==> src/rtl/lcd_sequencer.sv <==
// lcd_sequencer: turns high-level LCD commands into ordered driver strobes.
//
// A command (INIT, CLEAR, GOTO, PRINT) is accepted in IDLE and expanded into
// a list of steps. Each step raises one driver strobe, waits for lcd_busy to
// rise (ack), then waits for it to fall (done). Both waits are bounded by
// TIMEOUT cycles. PRINT consumes characters from an internal FIFO that is
// filled independently through wr_en/wr_data.
//
// Ports
//   clk, rst                 clock, asynchronous active-high reset
//   cmd_valid/op/arg         command request; op 0=INIT 1=CLEAR 2=GOTO 3=PRINT
//   cmd_ready                high while idle
//   done, err                one-cycle completion pulse; err qualifies done
//   wr_en, wr_data           character push into the FIFO
//   fifo_full, fifo_count    FIFO status
//   ovf                      pulse when a push is dropped on a full FIFO
//   lcd_en .. lcd_w_char     driver strobes, at most one high at a time
//   lcd_cursor_pos           operand for the cursor strobe
//   lcd_ascii_char           operand for the w_char strobe
//   lcd_busy                 driver busy flag
module lcd_sequencer #(
  parameter int unsigned FIFO_DEPTH = 16,
  parameter int unsigned TIMEOUT    = 1000
) (
  input  logic                        clk,
  input  logic                        rst,
  input  logic                        cmd_valid,
  input  logic [1:0]                  cmd_op,
  input  logic [7:0]                  cmd_arg,
  output logic                        cmd_ready,
  output logic                        done,
  output logic                        err,
  input  logic                        wr_en,
  input  logic [7:0]                  wr_data,
  output logic                        fifo_full,
  output logic [$clog2(FIFO_DEPTH):0] fifo_count,
  output logic                        ovf,
  output logic                        lcd_en,
  output logic                        lcd_set,
  output logic                        lcd_clear,
  output logic                        lcd_on,
  output logic                        lcd_cursor,
  output logic                        lcd_w_char,
  output logic [7:0]                  lcd_cursor_pos,
  output logic [7:0]                  lcd_ascii_char,
  input  logic                        lcd_busy
);

  localparam int unsigned PtrW = $clog2(FIFO_DEPTH);
  localparam int unsigned CntW = PtrW + 1;
  localparam logic [CntW-1:0] DepthCnt = CntW'(FIFO_DEPTH);
  localparam logic [15:0] TimeoutLast = 16'(TIMEOUT - 1);

  // Strobe vector bit positions; INIT steps 0..3 map directly onto en/set/clear/on.
  localparam int unsigned StbEn     = 0;
  localparam int unsigned StbSet    = 1;
  localparam int unsigned StbClear  = 2;
  localparam int unsigned StbOn     = 3;
  localparam int unsigned StbCursor = 4;
  localparam int unsigned StbChar   = 5;

  typedef enum logic [2:0] {
    StIdle, StIssue, StWaitAck, StWaitDone, StNext, StFinish
  } state_e;

  typedef enum logic [1:0] {
    OpInit  = 2'd0,
    OpClear = 2'd1,
    OpGoto  = 2'd2,
    OpPrint = 2'd3
  } op_e;

  state_e state_q, state_d;
  op_e    op_q, op_d;
  logic [7:0]  arg_q, arg_d;
  logic [7:0]  rem_q, rem_d;
  logic [1:0]  idx_q, idx_d;
  logic [15:0] timer_q, timer_d;
  logic        err_q, err_d;
  logic [5:0]  stb_q, stb_d;
  logic [7:0]  cursor_pos_q, cursor_pos_d;
  logic [7:0]  ascii_q, ascii_d;

  logic [7:0]      mem_q [FIFO_DEPTH];
  logic [PtrW-1:0] wr_ptr_q, wr_ptr_d;
  logic [PtrW-1:0] rd_ptr_q, rd_ptr_d;
  logic [CntW-1:0] count_q, count_d;

  logic full;
  logic push;
  logic pop;
  logic print_reject;
  logic timer_expired;
  logic [7:0] fifo_head;

  assign full          = (count_q == DepthCnt);
  assign fifo_head     = mem_q[rd_ptr_q];
  assign timer_expired = (timer_q == TimeoutLast);

  // PRINT is checked against the occupancy seen at acceptance.
  assign print_reject = (op_e'(cmd_op) == OpPrint) &&
                        ((cmd_arg == 8'd0) || (32'(cmd_arg) > 32'(count_q)));

  // The head is popped in the same cycle its w_char strobe is issued.
  assign pop  = (state_q == StIssue) && (op_q == OpPrint) && (count_q != '0);
  // A pop frees a slot this cycle, so a push into a full FIFO still lands.
  assign push = wr_en && (!full || pop);

  // ---------------------------------------------------------------------------
  // FSM: state register
  // ---------------------------------------------------------------------------
  always_ff @(posedge clk or posedge rst) begin
    if (rst) begin
      state_q <= StIdle;
    end else begin
      state_q <= state_d;
    end
  end

  // ---------------------------------------------------------------------------
  // FSM: next state
  // ---------------------------------------------------------------------------
  always_comb begin
    state_d = state_q;
    unique case (state_q)
      StIdle: begin
        if (cmd_valid) begin
          state_d = print_reject ? StFinish : StIssue;
        end
      end
      StIssue: state_d = StWaitAck;
      StWaitAck: begin
        if (lcd_busy) begin
          state_d = StWaitDone;
        end else if (timer_expired) begin
          state_d = StFinish;
        end
      end
      StWaitDone: begin
        if (!lcd_busy) begin
          state_d = StNext;
        end else if (timer_expired) begin
          state_d = StFinish;
        end
      end
      StNext:   state_d = (rem_q == 8'd1) ? StFinish : StIssue;
      StFinish: state_d = StIdle;
      default:  state_d = StIdle;
    endcase
  end

  // ---------------------------------------------------------------------------
  // Step datapath: command capture, step counting, timer, strobes, operands
  // ---------------------------------------------------------------------------
  always_comb begin
    op_d         = op_q;
    arg_d        = arg_q;
    rem_d        = rem_q;
    idx_d        = idx_q;
    err_d        = err_q;
    cursor_pos_d = cursor_pos_q;
    ascii_d      = ascii_q;
    // Strobes and timer fall to zero unless a state explicitly keeps them.
    stb_d        = '0;
    timer_d      = '0;
    unique case (state_q)
      StIdle: begin
        if (cmd_valid) begin
          op_d  = op_e'(cmd_op);
          arg_d = cmd_arg;
          idx_d = '0;
          err_d = print_reject;
          unique case (op_e'(cmd_op))
            OpInit:  rem_d = 8'd4;
            OpPrint: rem_d = cmd_arg;
            default: rem_d = 8'd1;
          endcase
        end
      end
      StIssue: begin
        unique case (op_q)
          OpInit:  stb_d[{1'b0, idx_q}] = 1'b1;
          OpClear: stb_d[StbClear]      = 1'b1;
          OpGoto: begin
            stb_d[StbCursor] = 1'b1;
            cursor_pos_d     = arg_q;
          end
          OpPrint: begin
            stb_d[StbChar] = 1'b1;
            ascii_d        = fifo_head;
          end
          default: ;
        endcase
      end
      StWaitAck: begin
        if (!lcd_busy) begin
          if (timer_expired) begin
            err_d = 1'b1;
          end else begin
            stb_d   = stb_q;
            timer_d = timer_q + 16'd1;
          end
        end
      end
      StWaitDone: begin
        if (lcd_busy) begin
          if (timer_expired) begin
            err_d = 1'b1;
          end else begin
            timer_d = timer_q + 16'd1;
          end
        end
      end
      StNext: begin
        rem_d = rem_q - 8'd1;
        idx_d = idx_q + 2'd1;
      end
      default: ;
    endcase
  end

  always_ff @(posedge clk or posedge rst) begin
    if (rst) begin
      op_q         <= OpInit;
      arg_q        <= '0;
      rem_q        <= '0;
      idx_q        <= '0;
      timer_q      <= '0;
      err_q        <= 1'b0;
      stb_q        <= '0;
      cursor_pos_q <= '0;
      ascii_q      <= '0;
    end else begin
      op_q         <= op_d;
      arg_q        <= arg_d;
      rem_q        <= rem_d;
      idx_q        <= idx_d;
      timer_q      <= timer_d;
      err_q        <= err_d;
      stb_q        <= stb_d;
      cursor_pos_q <= cursor_pos_d;
      ascii_q      <= ascii_d;
    end
  end

  // ---------------------------------------------------------------------------
  // Character FIFO
  // ---------------------------------------------------------------------------
  always_comb begin
    wr_ptr_d = wr_ptr_q;
    rd_ptr_d = rd_ptr_q;
    count_d  = count_q;
    if (push) begin
      wr_ptr_d = wr_ptr_q + PtrW'(1);
    end
    if (pop) begin
      rd_ptr_d = rd_ptr_q + PtrW'(1);
    end
    unique case ({push, pop})
      2'b10:   count_d = count_q + CntW'(1);
      2'b01:   count_d = count_q - CntW'(1);
      default: count_d = count_q;
    endcase
  end

  always_ff @(posedge clk or posedge rst) begin
    if (rst) begin
      wr_ptr_q <= '0;
      rd_ptr_q <= '0;
      count_q  <= '0;
    end else begin
      wr_ptr_q <= wr_ptr_d;
      rd_ptr_q <= rd_ptr_d;
      count_q  <= count_d;
    end
  end

  // Storage needs no reset: occupancy is tracked by the pointers and count.
  always_ff @(posedge clk) begin
    if (push) begin
      mem_q[wr_ptr_q] <= wr_data;
    end
  end

  // ---------------------------------------------------------------------------
  // FSM / datapath outputs
  // ---------------------------------------------------------------------------
  always_comb begin
    cmd_ready      = (state_q == StIdle);
    done           = (state_q == StFinish);
    err            = (state_q == StFinish) && err_q;
    lcd_en         = stb_q[StbEn];
    lcd_set        = stb_q[StbSet];
    lcd_clear      = stb_q[StbClear];
    lcd_on         = stb_q[StbOn];
    lcd_cursor     = stb_q[StbCursor];
    lcd_w_char     = stb_q[StbChar];
    lcd_cursor_pos = cursor_pos_q;
    lcd_ascii_char = ascii_q;
    fifo_full      = full;
    fifo_count     = count_q;
    ovf            = wr_en && full && !pop;
  end

endmodule

==> config.mk <==
export PLATFORM = sky130hd
export DESIGN_NAME = lcd_sequencer
export DESIGN_NICKNAME = d
export VERILOG_FILES = /design/src/rtl/lcd_sequencer.sv
export SDC_FILE = /design/constraint.sdc
export NUM_CORES = 1
export LEC_CHECK = 0
export ABC_AREA = 1
export BUFFER_PORTS_ARGS = -buffer_cell sky130_fd_sc_hd__clkbuf_2
export CAP_MARGIN = 20
export CORE_MARGIN = 10
export CORE_UTILIZATION = 50
export CTS_CLUSTER_DIAMETER = 100
export CTS_CLUSTER_SIZE = 16
export DETAILED_ROUTE_END_ITERATION = 16
export PLACE_DENSITY_LB_ADDON = 0.1
export SETUP_SLACK_MARGIN = 0.3
export SLEW_MARGIN = 20
export SYNTH_ARGS = -nofsm -noshare
export SYNTH_HDL_FRONTEND = slang
export SYNTH_SLANG_ARGS = --single-unit
==> constraint.sdc <==
create_clock -name clk -period 2.65 [get_ports clk]
set_clock_uncertainty 0.15 [all_clocks]
set_input_delay 0.53 -clock clk [delete_from_list [all_inputs] [get_ports clk]]
set_output_delay 0.53 -clock clk [all_outputs]
set_load 0.05 [all_outputs]
* Word-level counts from Yosys, hierarchy flattened *
Memories as Yosys holds them, arrays and structs flattened. A register that Yosys moved wholly into a read port is not among the register bits.
Index checks and enable logic that the tools add are counted.

storage, ports and cells
  register bits = 67
  bits in writable memories = 128
  input bits = 23
  memories = 1

memory list
  name   depth  width  read ports  clocked after Yosys merged registers in  write ports  line  RTL
  mem_q  16     8      1           1                                        1            84    logic [7:0] mem_q [FIFO_DEPTH];

cells by class
  add/sub/neg operators = 7
  order comparisons = 3
  equality and inequality tests = 18
  mux-type cells = 34
  reductions and logical operators = 25

operator list
  operator                 number
  $mux W16                 3
  $pmux W16 S2             1
  $pmux W8 S2              2
  $mux W3                  6
  $add A16 B1 Y16 const B  1
  $eq A16 B10 Y1 const B   1
  $pmux W3 S5              1
  $mux W6                  2
  $pmux W6 S2              1
  $mux W1                  10
  $pmux W5 S2              1
  $add A4 B1 Y4 const B    2
  $eq A2 B2 Y1 const B     4
  $eq A8 B1 Y1 const B     1
  $gt A8 B5 Y1             1
  $logic_and A1 B1 Y1      8
  $logic_not A8 Y1         1
  $mux W8                  1
  $reduce_and A2 Y1        4
  $sub A8 B1 Y8 const B    1
  $eq A3 B2 Y1 const B     2
  $eq A3 B3 Y1 const B     2
  $ne A2 B2 Y1 const B     3
  $add A5 B1 Y5 const B    1
  21 further kinds         27

* Depth between registers and ports, before layout *
  word-level depth = 7
  mapped depth = 15

* Worst setup path before layout *
Ideal clock, no wire load.

  path kind = reg-to-output
  start point = register count_q[0] (netlist: fifo_count[0])
  end point = output ovf
  arrival time = 2.180 ns
  data required time = 1.970 ns
  path slack = -0.210 ns
  stages on the path, launching flop included = 6
  cell sequence = dfrtp_1 -> nor2_1 -> nand4_1 -> inv_1 -> nand2_1 -> nor2_1

on the way
  elaborated cells between the ends (all ways) = 6

RTL lines
  item                              line  RTL
  from (decl)                       87    logic [CntW-1:0] count_q, count_d;
  from (signal assigned)            274   count_q <= count_d;
  $eq A5 B5 Y1                      96    assign full = (count_q == DepthCnt);
  named net fifo_full               35    output logic fifo_full,
  $logic_and A1 B1 Y1 (2 in a row)  302   ovf = wr_en && full && !pop;
  to (decl)                         37    output logic ovf,

The timed path passes the listed nets, and every way through them passes these cells.

* Worst setup path after layout *
  start point = register state_q[2]
  end point = output err

on the way
  longest elaborated chain between the ends = 2

RTL lines
  item                    line  RTL
  from (decl)             73    state_e state_q, state_d;
  from (signal assigned)  114   state_q <= StIdle;
  from (signal assigned)  116   state_q <= state_d;
  $eq A3 B3 Y1            291   err = (state_q == StFinish) && err_q;
  $logic_and A1 B1 Y1     291
  to (decl)               32    output logic err,

Every way passes these cells.

==> impl_metrics.toml <==
[clocking]
cts.sinks = 203
cts_max_level = 1
cts_tree = "yes"
clk_pin_slew_ns = 0.07
clockBufferDepth = 3
cts_made_buffers = 16
clkLatencyLatePin_ns = 0.48
hold_buffers = 0
cts_root_buf = "clkbuf_16"

[route]
via_per_inst = 5.190
wl_per_cell_microns = 17.25
first_iter_violations = 542
wl_mm = 21.38
postRouteAntennaNets = 0
drc_errors = 0
drt_pass1_iterations = 6
routed-via-count = 6436

[final_layout]
drive_gt1_share_pct = 16.02
fin_nets = 1047
fin_util_pct = 58.09
stdcell_area_sq_um = 10510
antenna_cells = 0
area_growth_pct = 13.58
final_cells = 1240
layout_common_cells = "nor2_1, nand2_1, edfxtp_1"
fillers = 1548
layout_commonest_cell = "nor2_1"

[run_status]
violations = "hold timing"
status = "complete, but fails checks"

[sta]
max_slew.worst_pin.slew_ns = 0.5110
slew_headroom_pct = 65.72
tns_ns = 0
whs_ns = -0.01657
slew_violations = 0
layout_min_cycle_time_ns = 2.378
hold_viol_final = 11
fmaxAchievable_ghz = 0.4205
setup-violations-final = 0
grt_setup_unrepaired = "yes"
fin_crit_sh_pct = 89.75

[floorplanning]
num_io_pins = 55
start_util_pct = 51.14
die_h_microns = 156.0
dieArea_sq_um = 24340
core_sq_um = 18090
rows = 49
die_w_microns = 156.0

[logic_synthesis]
netlist_instances = 927
yosysWarnings = 0
synth_top_area_share_pct = 41.55
yosys_register_bits = 203
ys_seq_area_share_pct = 61.84
synth.distinct_cells = 45
synthesis.area_sq_um = 9250
synthTopCellsByArea = "edfxtp_1, dfrtp_1, nor2_1, nand2_1, o21ai_0"
syn-mean-instance-area_sq_um = 9.979
synth_fp_nets = 973
synth_area_leader_cell = "edfxtp_1"

[power_and_ir_drop]
power.density_nw_per_um2 = 1066
ir_drop_mv = 0.6882
p_leak_nw = 4.353

[critical_path]
crit_chain = "inv_4 > buf_4 > buf_4 > nor3_2 > clkbuf_2"
path_class = "reg2out"
required_ns = 1.97
worstRegToRegCells = 9
crit_path_start_kind = "flop"
reg2reg_slack_ns = 0.35
cpPeakStageDelay_ns = 0.39
r2r-end = "mem_q[9][4]$_DFFE_PP_"
cpMaxStageDelayCell = "dfrtp_1"
worstPathArrival_ns = 1.70
path_buf_inv = 4
r2r-start = "state_q[1]$_DFFE_PP0N_"
crit_top_cell = "buf_4"
path_max_fanout = 5
end_kind = "output pin"
crit_family = "buffers and inverters"

[placed_design]
dpl.cell_count = 1198
placed_area_sq_um = 9862
dp_hpwl_mm = 14.68
io_buffers = 54
gp_congestion = 0.8584

[grt]
grt_pass1_wl_mm = 34.52
antenna_found_initial = 0
track_usage_pct = 17.79
grt_max_degree = 76
grt_pass1_vias = 6297
gr-total-overflow = 0

[hold_path]
hold_class = "in2async"

[job]
max-cap-violations = 0
## layer usage
| metal | up-vias | track usage, % | share of wire, % |
|---|---|---|---|
| met5 | - | 0 | 0 |
| met4 | 0 | 3.597 | 1.2 |
| met3 | 23 | 3.088 | 6.1 |
| met2 | 175 | 28.08 | 47 |
| met1 | 3005 | 25.32 | 46 |
| li1 | 3233 | - | - |
## final cells by class
class	instances	area (sq um)	share of cell area (%)
well taps	229	286.5	2.727
flip-flops and latches	203	5729	54.53
repair buffers	86	535.5	5.097
inverters	78	301.5	2.870
clock inverters	1	7.507	0.07145
multi-input cells	616	3183	30.30
clock buffers	27	462.9	4.406
## tightest hold or removal path: stages
cell and delay, ns:
clkbuf_2 0.10, clkinvlp_4 0.07, buf_12 0.31
## power by group
group / internal [W] / switching (W) / total, W
sequential: 0.00397 / 0.000328 / 0.00430
combinational: 0.00136 / 0.00329 / 0.00465
clock: 0.00120 / 0.00105 / 0.00225
## Yosys cell counts (all sizes together)
library cell	count
nand3	74
o21ai	103
o31ai	1
o221ai	2
nand4	6
a31oi	1
buf	19
xnor2	2
o211ai	1
xor2	18
nand2	146
edfxtp	128
nand3b	3
a21boi	1
a211oi	1
clkinv	1
dfrtp	75
inv	77
o21bai	1
fa	1
a21oi	15
a22oi	1
nor3	6
ha	22
nor2	209
or2	2
clkbuf	11
## what timing repair did
item | in CTS | in global routing
resized for setup | 8 | 14
buffers inserted | 6 | 8
setup endpoints to repair | 101 | 102
hold endpoints to repair | 0 | 0
pin swaps | 4 | 9
## worst max path at each step
stage                              startpoint                        end  slack (ns)  cells past startpoint
floorplan           fifo_count[1]$_DFFE_PP0P_  fifo_count[4]$_DFFE_PP0P_        0.31                     12
global placement       state_q[1]$_DFFE_PP0N_      mem_q[2][4]$_DFFE_PP_        0.22                      9
detailed placement     state_q[1]$_DFFE_PP0N_     mem_q[14][4]$_DFFE_PP_        0.18                      9
CTS                 fifo_count[0]$_DFFE_PP0P_                        ovf        0.26                      6
global route           state_q[1]$_DFFE_PP0N_  fifo_count[4]$_DFFE_PP0P_        0.19                     14
finish                 state_q[2]$_DFFE_PP0N_                        err        0.27                      5
## flip-flops by register name, indices dropped and copies added, names as in the netlist
name,cells
fifo_count,5
lcd_cursor_pos,8
lcd_ascii_char,8
mem_q,128
idx_q,2
rd_ptr_q,4
op_q,2
stb_q,6
err_q,1
state_q,3
timer_q,16
arg_q,8
wr_ptr_q,4
rem_q,8
## cell families (layout without fill, tap and decap cells)
group | after synthesis | count (layout) | share of synthesized area [%]
compound gates | 127 | 127 | 7.210
flops | 203 | 203 | 61.84
xor+xnor | 20 | 20 | 1.975
buf+inv | 108 | 192 | 4.802
fa+ha+maj | 23 | 23 | 3.192
simple gates | 446 | 446 | 20.98
## per-stage QoR
step | setup WS, ns | power [W]
floorplan | 0.3096 | 0.007531
global route | 0.1855 | 0.01195
CTS | 0.2615 | 0.01113
finish | 0.2717 | 0.01120
global placement | 0.2219 | 0.008784
detailed placement | 0.1782 | 0.008817
Power figures use the tool's default switching activity.
